--- config.mk ---
export PLATFORM = sky130hd
export DESIGN_NAME = sprite_layer
export DESIGN_NICKNAME = d
export VERILOG_FILES = /design/src/rtl/sprite_pkg.sv /design/src/rtl/sprite_anim_ctrl.sv /design/src/rtl/sprite_layer.sv
export SDC_FILE = /design/constraint.sdc
export NUM_CORES = 1
export LEC_CHECK = 0
export BUFFER_PORTS_ARGS = -buffer_cell sky130_fd_sc_hd__buf_4
export CAP_MARGIN = 10
export CORE_MARGIN = 1.5
export CORE_UTILIZATION = 50
export DETAILED_ROUTE_END_ITERATION = 6
export PLACE_DENSITY = 0.76
export SLEW_MARGIN = 5
export SYNTH_ARGS = -nofsm -noshare
export SYNTH_HDL_FRONTEND = slang
export SYNTH_SLANG_ARGS = --single-unit
--- constraint.sdc ---
create_clock -name vga_clk -period 4.6 [get_ports vga_clk]
set_input_delay 0.92 -clock vga_clk [delete_from_list [all_inputs] [get_ports vga_clk]]
set_output_delay 0.92 -clock vga_clk [all_outputs]
set_load 0.03 [all_outputs]
--- src/rtl/sprite_pkg.sv ---
// Shared types and constants for the sprite layer.
// The update bundle carries one complete position/frame/flip request.
package sprite_pkg;

  localparam int SCREEN_W    = 640;
  localparam int SCREEN_H    = 480;
  localparam int FRAME_MAX_W = 8;

  typedef struct packed {
    logic [9:0]             x;
    logic [9:0]             y;
    logic [FRAME_MAX_W-1:0] frame;
    logic                   anim;
    logic                   flip;
  } upd_t;

  function automatic int addr_w(input int nf, input int w, input int h);
    return $clog2(nf * w * h);
  endfunction

endpackage

--- src/rtl/sprite_anim_ctrl.sv ---
// Update handshake, pending/active registers and animation frame stepping.
// Exposes next-state active values so the frame-start pixel already sees them.
module sprite_anim_ctrl
  import sprite_pkg::*;
#(
  parameter int NUM_FRAMES = 8,
  parameter int ANIM_DIV   = 6,
  parameter int FW         = $clog2(NUM_FRAMES)
) (
  input  logic          clk,
  input  logic          reset,
  input  logic          frame_start,
  input  logic          upd_valid,
  input  upd_t          upd,
  output logic          upd_ready,
  output logic [9:0]    act_x,
  output logic [9:0]    act_y,
  output logic [FW-1:0] act_frame,
  output logic          act_flip
);

  localparam int CW = (ANIM_DIV > 1) ? $clog2(ANIM_DIV) : 1;
  localparam logic [FRAME_MAX_W-1:0] FMASK = FRAME_MAX_W'(NUM_FRAMES - 1);

  upd_t          pend_q, pend_d;
  upd_t          act_q, act_d;
  logic          pending_q, pending_d;
  logic [CW-1:0] cnt_q, cnt_d;

  always_comb begin
    pend_d    = pend_q;
    pending_d = pending_q;
    act_d     = act_q;
    cnt_d     = cnt_q;
    if (frame_start && pending_q) begin
      act_d     = pend_q;
      pending_d = 1'b0;
      cnt_d     = '0;
    end else if (frame_start && act_q.anim) begin
      if (cnt_q == CW'(ANIM_DIV - 1)) begin
        cnt_d       = '0;
        act_d.frame = (act_q.frame + FRAME_MAX_W'(1)) & FMASK;
      end else begin
        cnt_d = cnt_q + 1'b1;
      end
    end
    // Commit tests the registered pending flag, so a request taken on the
    // frame-start cycle waits a full frame.
    if (upd_valid && !pending_q) begin
      pend_d    = upd;
      pending_d = 1'b1;
    end
  end

  always_ff @(posedge clk) begin
    if (reset) begin
      pend_q    <= '0;
      pending_q <= 1'b0;
      act_q     <= '0;
      cnt_q     <= '0;
    end else begin
      pend_q    <= pend_d;
      pending_q <= pending_d;
      act_q     <= act_d;
      cnt_q     <= cnt_d;
    end
  end

  assign upd_ready = ~pending_q;
  assign act_x     = act_d.x;
  assign act_y     = act_d.y;
  assign act_frame = act_d.frame[FW-1:0];
  assign act_flip  = act_d.flip;

endmodule

--- src/rtl/sprite_layer.sv ---
// Animated, scaled, mirrored sprite with colour-key transparency.
// Three-stage pipeline: address, ROM access, output register.
module sprite_layer
  import sprite_pkg::*;
#(
  parameter int SPR_W      = 64,
  parameter int SPR_H      = 64,
  parameter int NUM_FRAMES = 8,
  parameter int IDX_W      = 4,
  parameter int SCALE_LOG2 = 0,
  parameter int TRANSP_IDX = 0,
  parameter int ANIM_DIV   = 6,
  parameter int ADDR_W     = addr_w(NUM_FRAMES, SPR_W, SPR_H)
) (
  input  logic                          vga_clk,
  input  logic                          reset,
  input  logic [9:0]                    DrawX,
  input  logic [9:0]                    DrawY,
  input  logic                          blank,
  input  logic                          upd_valid,
  output logic                          upd_ready,
  input  logic [9:0]                    upd_x,
  input  logic [9:0]                    upd_y,
  input  logic [$clog2(NUM_FRAMES)-1:0] upd_frame,
  input  logic                          upd_anim,
  input  logic                          upd_flip,
  output logic [ADDR_W-1:0]             rom_address,
  input  logic [IDX_W-1:0]              rom_q,
  output logic [IDX_W-1:0]              pix_idx,
  output logic                          pix_hit,
  output logic                          blank_d
);

  localparam int FW  = $clog2(NUM_FRAMES);
  localparam int TXW = $clog2(SPR_W);
  localparam int TYW = $clog2(SPR_H);
  localparam logic [10:0] BOX_W = 11'(SPR_W << SCALE_LOG2);
  localparam logic [10:0] BOX_H = 11'(SPR_H << SCALE_LOG2);

  upd_t          upd;
  logic          frame_start;
  logic [9:0]    act_x, act_y;
  logic [FW-1:0] act_frame;
  logic          act_flip;

  always_comb begin
    upd       = '0;
    upd.x     = upd_x;
    upd.y     = upd_y;
    upd.frame = FRAME_MAX_W'(upd_frame);
    upd.anim  = upd_anim;
    upd.flip  = upd_flip;
  end

  assign frame_start = (DrawX == 10'd0) && (DrawY == 10'd0);

  sprite_anim_ctrl #(
    .NUM_FRAMES(NUM_FRAMES),
    .ANIM_DIV  (ANIM_DIV)
  ) u_ctrl (
    .clk        (vga_clk),
    .reset      (reset),
    .frame_start(frame_start),
    .upd_valid  (upd_valid),
    .upd        (upd),
    .upd_ready  (upd_ready),
    .act_x      (act_x),
    .act_y      (act_y),
    .act_frame  (act_frame),
    .act_flip   (act_flip)
  );

  // Bit 10 of the difference is the sign: left of / above the sprite.
  logic [10:0]       dx, dy;
  logic              in_box_c;
  logic [TXW-1:0]    tx_raw, tx;
  logic [TYW-1:0]    ty;
  logic [ADDR_W-1:0] addr_c;

  assign dx       = {1'b0, DrawX} - {1'b0, act_x};
  assign dy       = {1'b0, DrawY} - {1'b0, act_y};
  assign in_box_c = blank && !dx[10] && (dx < BOX_W)
                          && !dy[10] && (dy < BOX_H);
  assign tx_raw   = dx[SCALE_LOG2 +: TXW];
  assign ty       = dy[SCALE_LOG2 +: TYW];
  assign tx       = act_flip ? ~tx_raw : tx_raw;
  assign addr_c   = ADDR_W'({act_frame, ty, tx});

  logic [ADDR_W-1:0] addr_q;
  logic              in_box_q1, in_box_q2;
  logic              blank_q1, blank_q2, blank_q3;
  logic [IDX_W-1:0]  idx_q;
  logic              hit_q;

  always_ff @(posedge vga_clk) begin
    if (reset) begin
      addr_q    <= '0;
      in_box_q1 <= 1'b0;
      in_box_q2 <= 1'b0;
      blank_q1  <= 1'b0;
      blank_q2  <= 1'b0;
      blank_q3  <= 1'b0;
      idx_q     <= '0;
      hit_q     <= 1'b0;
    end else begin
      if (in_box_c) addr_q <= addr_c;
      in_box_q1 <= in_box_c;
      blank_q1  <= blank;
      in_box_q2 <= in_box_q1;
      blank_q2  <= blank_q1;
      idx_q     <= rom_q;
      hit_q     <= in_box_q2 && (rom_q != IDX_W'(TRANSP_IDX));
      blank_q3  <= blank_q2;
    end
  end

  assign rom_address = addr_q;
  assign pix_idx     = idx_q;
  assign pix_hit     = hit_q;
  assign blank_d     = blank_q3;

endmodule

==> run summary, run 1 <==
The buffer depth of the longest clock path was 2; the core region area was 7690 um^2. The first global-routing pass estimated 15100 um of wire. The logs give -36.1 ps for the post-placement setup slack and 75 for the number of ports placed on the die boundary. The cell count of the worst hold path works out to 1.

The class of the worst hold path is register to register. The cell area after synthesis is 3960 um^2, and the detailed-router iteration count before antenna repair is 4. The max-slew violation total from the final report came out at 0.

The logs give 0.632 for the final design utilization and 350 ps for the clock latency on the worst-skew pair. The number of nets still failing antenna checks after routing came out at 0. The total routing usage reported by global routing is 0.220, and the maximum number of pins on one net before global-route repair is 92. The number of nets handed over by synthesis was 531. Data arrives at the worst endpoint at 4510 ps. The worst setup path is captured at a register.

Internal power comes to 0.00112 W. Setup total negative slack on the finished layout was measured at 0 ps. The proportion of layout cells with a drive suffix above 1 was 0.216. The tightest hold path in the finished design has a slack of 446 ps. The tools report the endpoint of the worst setup timing path as rom_address[3]. Proportion of power drawn by flip-flops and latches: 0.483. Setup repair after global routing left no endpoint under its margin. The routed wirelength normalized by instance count came out at 13.7 um.

Using the TritonRoute via totals, the vias-per-cell ratio works out to 5.33. The netlist uses 47 different library cells. The run gives 180 as the initial detailed-routing violation count. The top cell type's share of synthesized area works out to 0.399. The number of antenna cells inserted was 0; the power share of the clock group was 0.396. The portion of the post-synthesis area used by sequential elements was 0.399; the switching share of total power was 0.240.

The number of antenna violations at the first check in global routing was 0. Among all flip-flop cells after synthesis, the most frequent one is sky130_fd_sc_hd__dfxtp_1. During synthesis, Yosys emitted a total of 0 warnings. Remaining global-route overflow: 0. The initialized floorplan defines 32 standard-cell rows.

The logs give 3317 for the number of global-route vias before repair and 0 for the number of buffers inserted by post-CTS setup repair. In this run the worst setup path begins at DrawX[1]. Summed over all instances, the cell type with the most area after synthesis is sky130_fd_sc_hd__dfxtp_1. In the routed design, unresolved DRC markers number 0. The number of enable flip-flop cells after synthesis is 0. Buffers inserted to repair hold after CTS numbered 0. The die outline area is 8470 um^2, and the cell area power density is 302 nW/um^2.

The number of failing hold endpoints at the final stage was 0; the transition time of the tightest slew-check pin was 852 ps. Floorplan die width: 92.0 um. Peak fanout along the critical path: 17.

The required time at the endpoint of the critical path came out at 4840 ps. The tree is rooted in a sky130_fd_sc_hd__clkbuf_8. After filler insertion, the fill cell instance count of the layout stands at 692. Setup violations remaining at the end of the flow were counted as 0. After clock tree synthesis, the repair step resized 0 gates. In this run the number of H-tree levels came out at 3. The tools report the starting density of the core as 0.515. The average footprint of a synthesized cell is 8.71 um^2, and the max-cap violation count is 0. The flow ran to the end, and the final reports show no timing, DRC or antenna violations. Summed over all layers, the routed wires come to 8710 um. After clock tree synthesis, the clock-pin slew on the worst setup and hold paths is 80 ps. For this design the static power due to leakage is 2.20 nW. The share of flip-flops with an asynchronous set or reset after synthesis came out at 0. Compared with the post-synthesis result, the final layout area differs by 22.5%. In the post-synthesis netlist, the biggest area contributors are sky130_fd_sc_hd__dfxtp_1 40%, sky130_fd_sc_hd__ha_1 6.6%, sky130_fd_sc_hd__mux2i_1 6.6%, sky130_fd_sc_hd__nand2_1 6.1%, sky130_fd_sc_hd__nor2b_1 4.9%. At the end of the flow, the number of nets in the layout was 604.

Critical register-to-register path startpoint: u_ctrl.pending_q. The part of the power in combinational logic is 0.121, and the setup slack on the worst flop-to-flop path is 1260 ps. Detailed placement ended at an HPWL of 6650 um. After layout, the worst setup slack is 329 ps. The minimum clock period was 4270 ps.

The number of cell instances on the worst register-to-register path was 11. The logs give 0.432 for the headroom to the max-slew limit and 0.000352 W for the reported net switching power. The final RePlAce weighted congestion came out at 0.896. TritonCTS built the clock tree. The number of instances in the synthesized netlist was 455; the TritonCTS buffer count was 9.

VDD sags by at most 211 uV. The count of buffers added on input and output ports is 74. The startpoint-to-endpoint class of the critical path is input port to register. The logs give 0.234 GHz for the maximum clock frequency and 3377 for the detailed-route via count. The final clock period utilization by the worst path works out to 0.929. Height of the die: 92.0 um. In this run the critical register-to-register path is captured at rom_address[3]. Critical path startpoint category: an input port.

For the final database, setup skew stands at 11.6 ps. Counting every sink on the clock net gives 79. The synthesized design contains 79 register bits.
## cells in the mapped netlist, types with 2 or more instances
| master | count |
|---|---|
| sky130_fd_sc_hd__a211o_1 | 3 |
| sky130_fd_sc_hd__a211oi_1 | 4 |
| sky130_fd_sc_hd__a21o_1 | 2 |
| sky130_fd_sc_hd__a21oi_1 | 37 |
| sky130_fd_sc_hd__a2bb2oi_1 | 2 |
| sky130_fd_sc_hd__a31oi_1 | 2 |
| sky130_fd_sc_hd__and3_1 | 2 |
| sky130_fd_sc_hd__buf_1 | 4 |
| sky130_fd_sc_hd__clkbuf_1 | 15 |
| sky130_fd_sc_hd__dfxtp_1 | 79 |
| sky130_fd_sc_hd__fa_1 | 2 |
| sky130_fd_sc_hd__ha_1 | 21 |
| sky130_fd_sc_hd__inv_1 | 9 |
| sky130_fd_sc_hd__mux2_2 | 13 |
| sky130_fd_sc_hd__mux2i_1 | 26 |
| sky130_fd_sc_hd__nand2_1 | 64 |
| sky130_fd_sc_hd__nand2b_1 | 7 |
| sky130_fd_sc_hd__nand4_1 | 2 |
| sky130_fd_sc_hd__nor2_1 | 48 |
| sky130_fd_sc_hd__nor2b_1 | 31 |
| sky130_fd_sc_hd__nor3_1 | 13 |
| sky130_fd_sc_hd__nor4_1 | 5 |
| sky130_fd_sc_hd__o2111ai_1 | 2 |
| sky130_fd_sc_hd__o211ai_1 | 4 |
| sky130_fd_sc_hd__o21a_1 | 8 |
| sky130_fd_sc_hd__o21ai_0 | 15 |
| sky130_fd_sc_hd__o31a_1 | 5 |
| sky130_fd_sc_hd__o31ai_1 | 2 |
| sky130_fd_sc_hd__xnor2_1 | 7 |
| sky130_fd_sc_hd__xor2_1 | 4 |
## critical path, cell delays in order
cell and delay [ps]:
sky130_fd_sc_hd__buf_4 120, sky130_fd_sc_hd__or4_4 550, sky130_fd_sc_hd__nor2_4 180, sky130_fd_sc_hd__nand3_4 270, sky130_fd_sc_hd__mux2i_1 340, sky130_fd_sc_hd__ha_1 330
sky130_fd_sc_hd__o21a_1 210, sky130_fd_sc_hd__o31a_1 130, sky130_fd_sc_hd__o31a_1 280, sky130_fd_sc_hd__nor4b_1 380, sky130_fd_sc_hd__nor3_1 100, sky130_fd_sc_hd__o2111ai_1 90
sky130_fd_sc_hd__buf_4 240, sky130_fd_sc_hd__mux2_2 350
## cell families (layout without fill, tap and decap cells)
group | Yosys count | count (layout) | synth area share
simple gates | 182 | 182 | 0.220
mux | 40 | 40 | 0.108
xor+xnor | 11 | 11 | 0.0243
buf+inv | 29 | 106 | 0.0284
flops | 79 | 79 | 0.399
compound gates | 91 | 91 | 0.144
fa+ha+maj | 23 | 23 | 0.0764
## how the worst min path moves through the flow
stage                    from        end  slack, ps
floorplan            blank_q2    blank_d        410
global placement    in_box_q1  in_box_q2        420
detailed placement   blank_q1   blank_q2        430
CTS                  blank_q1   blank_q2        450
global route         blank_q1   blank_q2        460
finish               blank_q1   blank_q2        450
## layout make-up
cell class	instances	area [um^2]	area share
flip-flops and latches	79	1580	0.326
clock buffers	11	151	0.0312
multi-input cells	347	2270	0.467
well taps	102	128	0.0263
clock inverters	4	76.3	0.0157
inverters	9	33.8	0.00696
repair buffers	82	616	0.127
## stage by stage
step | total power (W) | instances | cell area (um^2)
floorplan | 0.000833 | 455 | 3960
global placement | 0.000898 | 619 | 4630
detailed placement | 0.000901 | 619 | 4630
CTS | 0.00148 | 634 | 4850
global route | 0.00153 | 634 | 4850
finish | 0.00147 | 634 | 4850
## placed cells by master (no fill, tap or decap), drive strengths merged, types with 3 or more instances in the layout
cell type  instances
clkbuf            11
nor4               5
nand2             64
mux2              13
nor2              49
a21oi             37
o21a               8
nor3              13
a211oi             4
inv               10
dfxtp             79
o211ai             4
o31a               5
mux2i             27
ha                21
buf               82
xnor2              7
o21ai             15
xor2               4
nand2b             7
a211o              3
nor2b             31
## layer usage
layer	GRT usage	vias to the layer above	routed length (um)
met4	0.0692	0	127
met1	0.294	1548	4140
li1	-	1731	-
met5	0	-	0
met2	0.364	86	4060
met3	0.0332	12	388
## sequential cells by signal (all words and copies together) (netlist names)
signal / flops
u_ctrl.act_q: 25
u_ctrl.pend_q: 25
rom_address: 15
pix_idx: 4
u_ctrl.cnt_q: 3
blank_d: 1
blank_q1: 1
blank_q2: 1
in_box_q1: 1
in_box_q2: 1
pix_hit: 1
u_ctrl.pending_q: 1
## power by group through the flow
stage | combinational (W) | clock (W) | sequential (W)
finish | 0.000178 | 0.000582 | 0.000708
floorplan | 0.000107 | 0 | 0.000726
detailed placement | 0.000177 | 0 | 0.000724
CTS | 0.000178 | 0.000590 | 0.000708
global route | 0.000198 | 0.000621 | 0.000710
global placement | 0.000174 | 0 | 0.000724
Note: power is estimated with default switching activity, not from simulation.
==> inputs of run 2 (changes only) <==
CELL_PAD_IN_SITES_DETAIL_PLACEMENT = 1   (was default)
CELL_PAD_IN_SITES_GLOBAL_PLACEMENT = 1   (was default)
CORE_UTILIZATION = 37   (was 50)
PLACE_DENSITY = default   (was 0.76)
PLACE_DENSITY_LB_ADDON = 0.1   (was default)
==> run summary, run 2 (same netlist as run 1, synthesis figures left out) <==
STA classifies the critical path startpoint as an input port. Grouping stages by cell kind, the critical path spends the most delay in compound AO/OA/AOI/OAI gates. The core region area is 10400 um^2 (+35%).

Area of placed instances: 4750 um^2 (+2.7%). The number of nets in the finished design is 613 (+1.5%), and the peak per-stage delay on the critical path is 570 ps (+20 ps). The detailed-route vias per instance was 5.00 (-6.1%); the proportion of layout cells with a drive suffix above 1 was 0.227 (+0.0108). The area of all placed cells without fillers came out at 4940 um^2 (+1.7%).

The class of the worst hold path is register to register. In this run the critical register-to-register path is captured at rom_address[13]. The starting density of the core is 0.382 (-0.133), and the detailed-router iteration count before antenna repair is 4 (unchanged). The transition time of the tightest slew-check pin was 910 ps (+58.2 ps); the routed length on met1 was 4890 um (+18%).

Setup repair after global routing left no endpoint under its margin. The run gives 155 uV (-26%) as the largest vdd supply drop. The cell count along the critical path was 13 (-1).

The first-pass GRT wire length was 16800 um (+12%). The met3 wire length came out at 402 um (+3.6%). Final setup violation count: 0 (unchanged). The number of inserted filler cells in the final layout is 1259 (+82%). The maximum clock frequency is 0.238 GHz (+1.7%), and the peak fanout along the critical path is 15 (-2). The post-placement setup slack is -19.0 ps (+17.1 ps). Sink count of the clock tree: 79 (unchanged). The height of the die came out at 106 um (+16%). The top routing layer in use is met4. The total routing usage reported by global routing came out at 0.186 (-0.0340).

The run gives 9 (unchanged) as the TritonCTS buffer count. The run finished with clean final reports. The logs give 0 (unchanged) for the hold-fix buffer count after cts and 1260 ps (about the same) for the setup slack on the worst flop-to-flop path.

The endpoint of the worst setup timing path was rom_address[13]. The number of cell instances on the worst register-to-register path was 10 (-1); the headroom to the max-slew limit was 0.393 (-0.0388). For the detailed-route DRC error count, the log shows 0 (unchanged). The floorplan die width was 106 um (+16%); the number of nets still failing antenna checks after routing was 0 (unchanged). The tools report the number of buffers inserted by post-CTS setup repair as 0 (unchanged). The final clock period utilization by the worst path is 0.913 (-0.0160), and the wire length on met2 is 4660 um (+15%). The tools report the number of antenna violations at the first check in global routing as 0 (unchanged). The number of ports placed on the die boundary is 75 (unchanged), and the die outline area is 11300 um^2 (+34%).

The number of antenna cells inserted is 0 (unchanged), and the routed wirelength normalized by instance count is 14.8 um (+7.8%). The quantity of gates resized following cts is 0 (unchanged), and the worst setup slack after layout is 402 ps (+73.4 ps). The tree is rooted in a sky130_fd_sc_hd__clkbuf_8. The estimated wirelength of the detail-placed design is 7660 um (+15%), and the max-cap violation count is 0 (unchanged). Count of input and output buffers: 74 (unchanged).

Cell seen most often among critical-path stages: sky130_fd_sc_hd__o31a_1. Startpoint-to-endpoint class of the critical path: input port to register. Buffer depth of the longest clock path: 2 (unchanged). The total wire length after detailed routing came out at 10000 um (+15%).

The tools report the startpoint of the worst setup timing path as DrawX[2]. The run gives 340 ps (about the same) as the clock latency on the worst-skew pair. The worst setup path is captured at a register. For the H-tree level count, the log shows 3 (unchanged). TritonCTS built the clock tree.

The run gives 11.7 ps (+0.0939 ps) as the worst clock skew. The count of standard-cell rows was 37 (+16%); the minimum clock period was 4200 ps (-73.4 ps). Standard cell with the maximum stage delay on the critical path: sky130_fd_sc_hd__or4_1. The run gives 0 (unchanged) as the number of failing hold endpoints at the final stage. The signal on the critical path passes through buf_4, or4_1, nor2_4, nand3_4, mux2i_1, ha_1, nor2b_1, o31a_1, o31a_1, o211ai_1, a21oi_1, o2111ai_1, mux2_2. For the initial detailed-routing violation count, the log shows 124 (-31%). The remaining global-route overflow was 0 (unchanged); the required time at the endpoint of the critical path was 4840 ps (about the same). The critical register-to-register path startpoint was u_ctrl.pending_q. The top cell types in the final layout, fill and taps aside, are 90 x sky130_fd_sc_hd__buf_4, 79 x sky130_fd_sc_hd__dfxtp_1, 64 x sky130_fd_sc_hd__nand2_1, 48 x sky130_fd_sc_hd__nor2_1, 37 x sky130_fd_sc_hd__a21oi_1. Data arrival at the endpoint of the critical path: 4440 ps (-70 ps). The cell area power density works out to 284 nW/um^2 (-6.2%). The detailed-route via count was 3392 (+0.44%); the number of global-route vias before repair was 3389 (+2.2%). The number of buffers and inverters on the critical path is 1 (-1).

The max-slew violation total from the final report is 0 (unchanged). The most common cell after layout, fill and taps aside is sky130_fd_sc_hd__buf_4. The area growth from synthesis to final layout is 24.6%. The maximum number of pins on one net before global-route repair is 92 (unchanged), and the leakage power of the design is 2.23 nW (+1.3%). The final RePlAce weighted congestion was 0.874 (-2.5%); the clock slew at the register clock pins of the worst setup and hold paths was 90 ps (about the same).
-- run 2: cell count changes in the layout (fill, tap and decap cells not counted), sizes merged --
cell,before,now
bufinv,2,1
buf,82,91
clkinv,0,2
-- run 2: worst min-delay path by stage --
stage,start,end,slack [ps],cells past startpoint
after global placement,in_box_q1,in_box_q2,420,1
after CTS,u_ctrl.pend_q[26],u_ctrl.pend_q[26],460,2
after floorplan,blank_q2,blank_d,410,1
after global routing,in_box_q2,pix_hit,470,1
after detailed placement,in_box_q1,in_box_q2,450,1
final,in_box_q2,pix_hit,460,1
-- run 2: per-layer routing --
layer / up-vias / GRT usage
li1: 1741 / -
met1: 1582 / 0.254
met2: 61 / 0.305
met3: 8 / 0.0313
met4: 0 / 0.0457
met5: - / 0
-- run 2: area by class of cell --
type,count,area (um^2),area share
Timing Repair Buffer,91,696,0.141
Tap cell,136,170,0.0345
Clock inverter,5,56.3,0.0114
Multi-Input combinational cell,347,2270,0.459
Clock buffer,11,131,0.0266
Inverter,9,33.8,0.00684
Sequential cell,79,1580,0.320
-- run 2: where the power goes --
part           leakage, nW  internal (W)  total, W  switching [W]
Clock               0.0937      0.000252  0.000510       0.000258
Combinational         1.50     0.0000837  0.000181      0.0000978
Sequential           0.642      0.000699  0.000709     0.00000973
-- run 2: through the flow --
stage          power [W]  TNS [ps]  instances  hold WS, ps  utilization
2_1_floorplan   0.000833         0        455          414            -
3_3_place_gp    0.000904         0        662          422        0.458
3_5_place_dp    0.000908     -53.5        662          449        0.458
4_1_cts          0.00142         0        678          462        0.476
5_1_grt          0.00147         0        678          471        0.476
6_report         0.00140         0        678          459        0.476
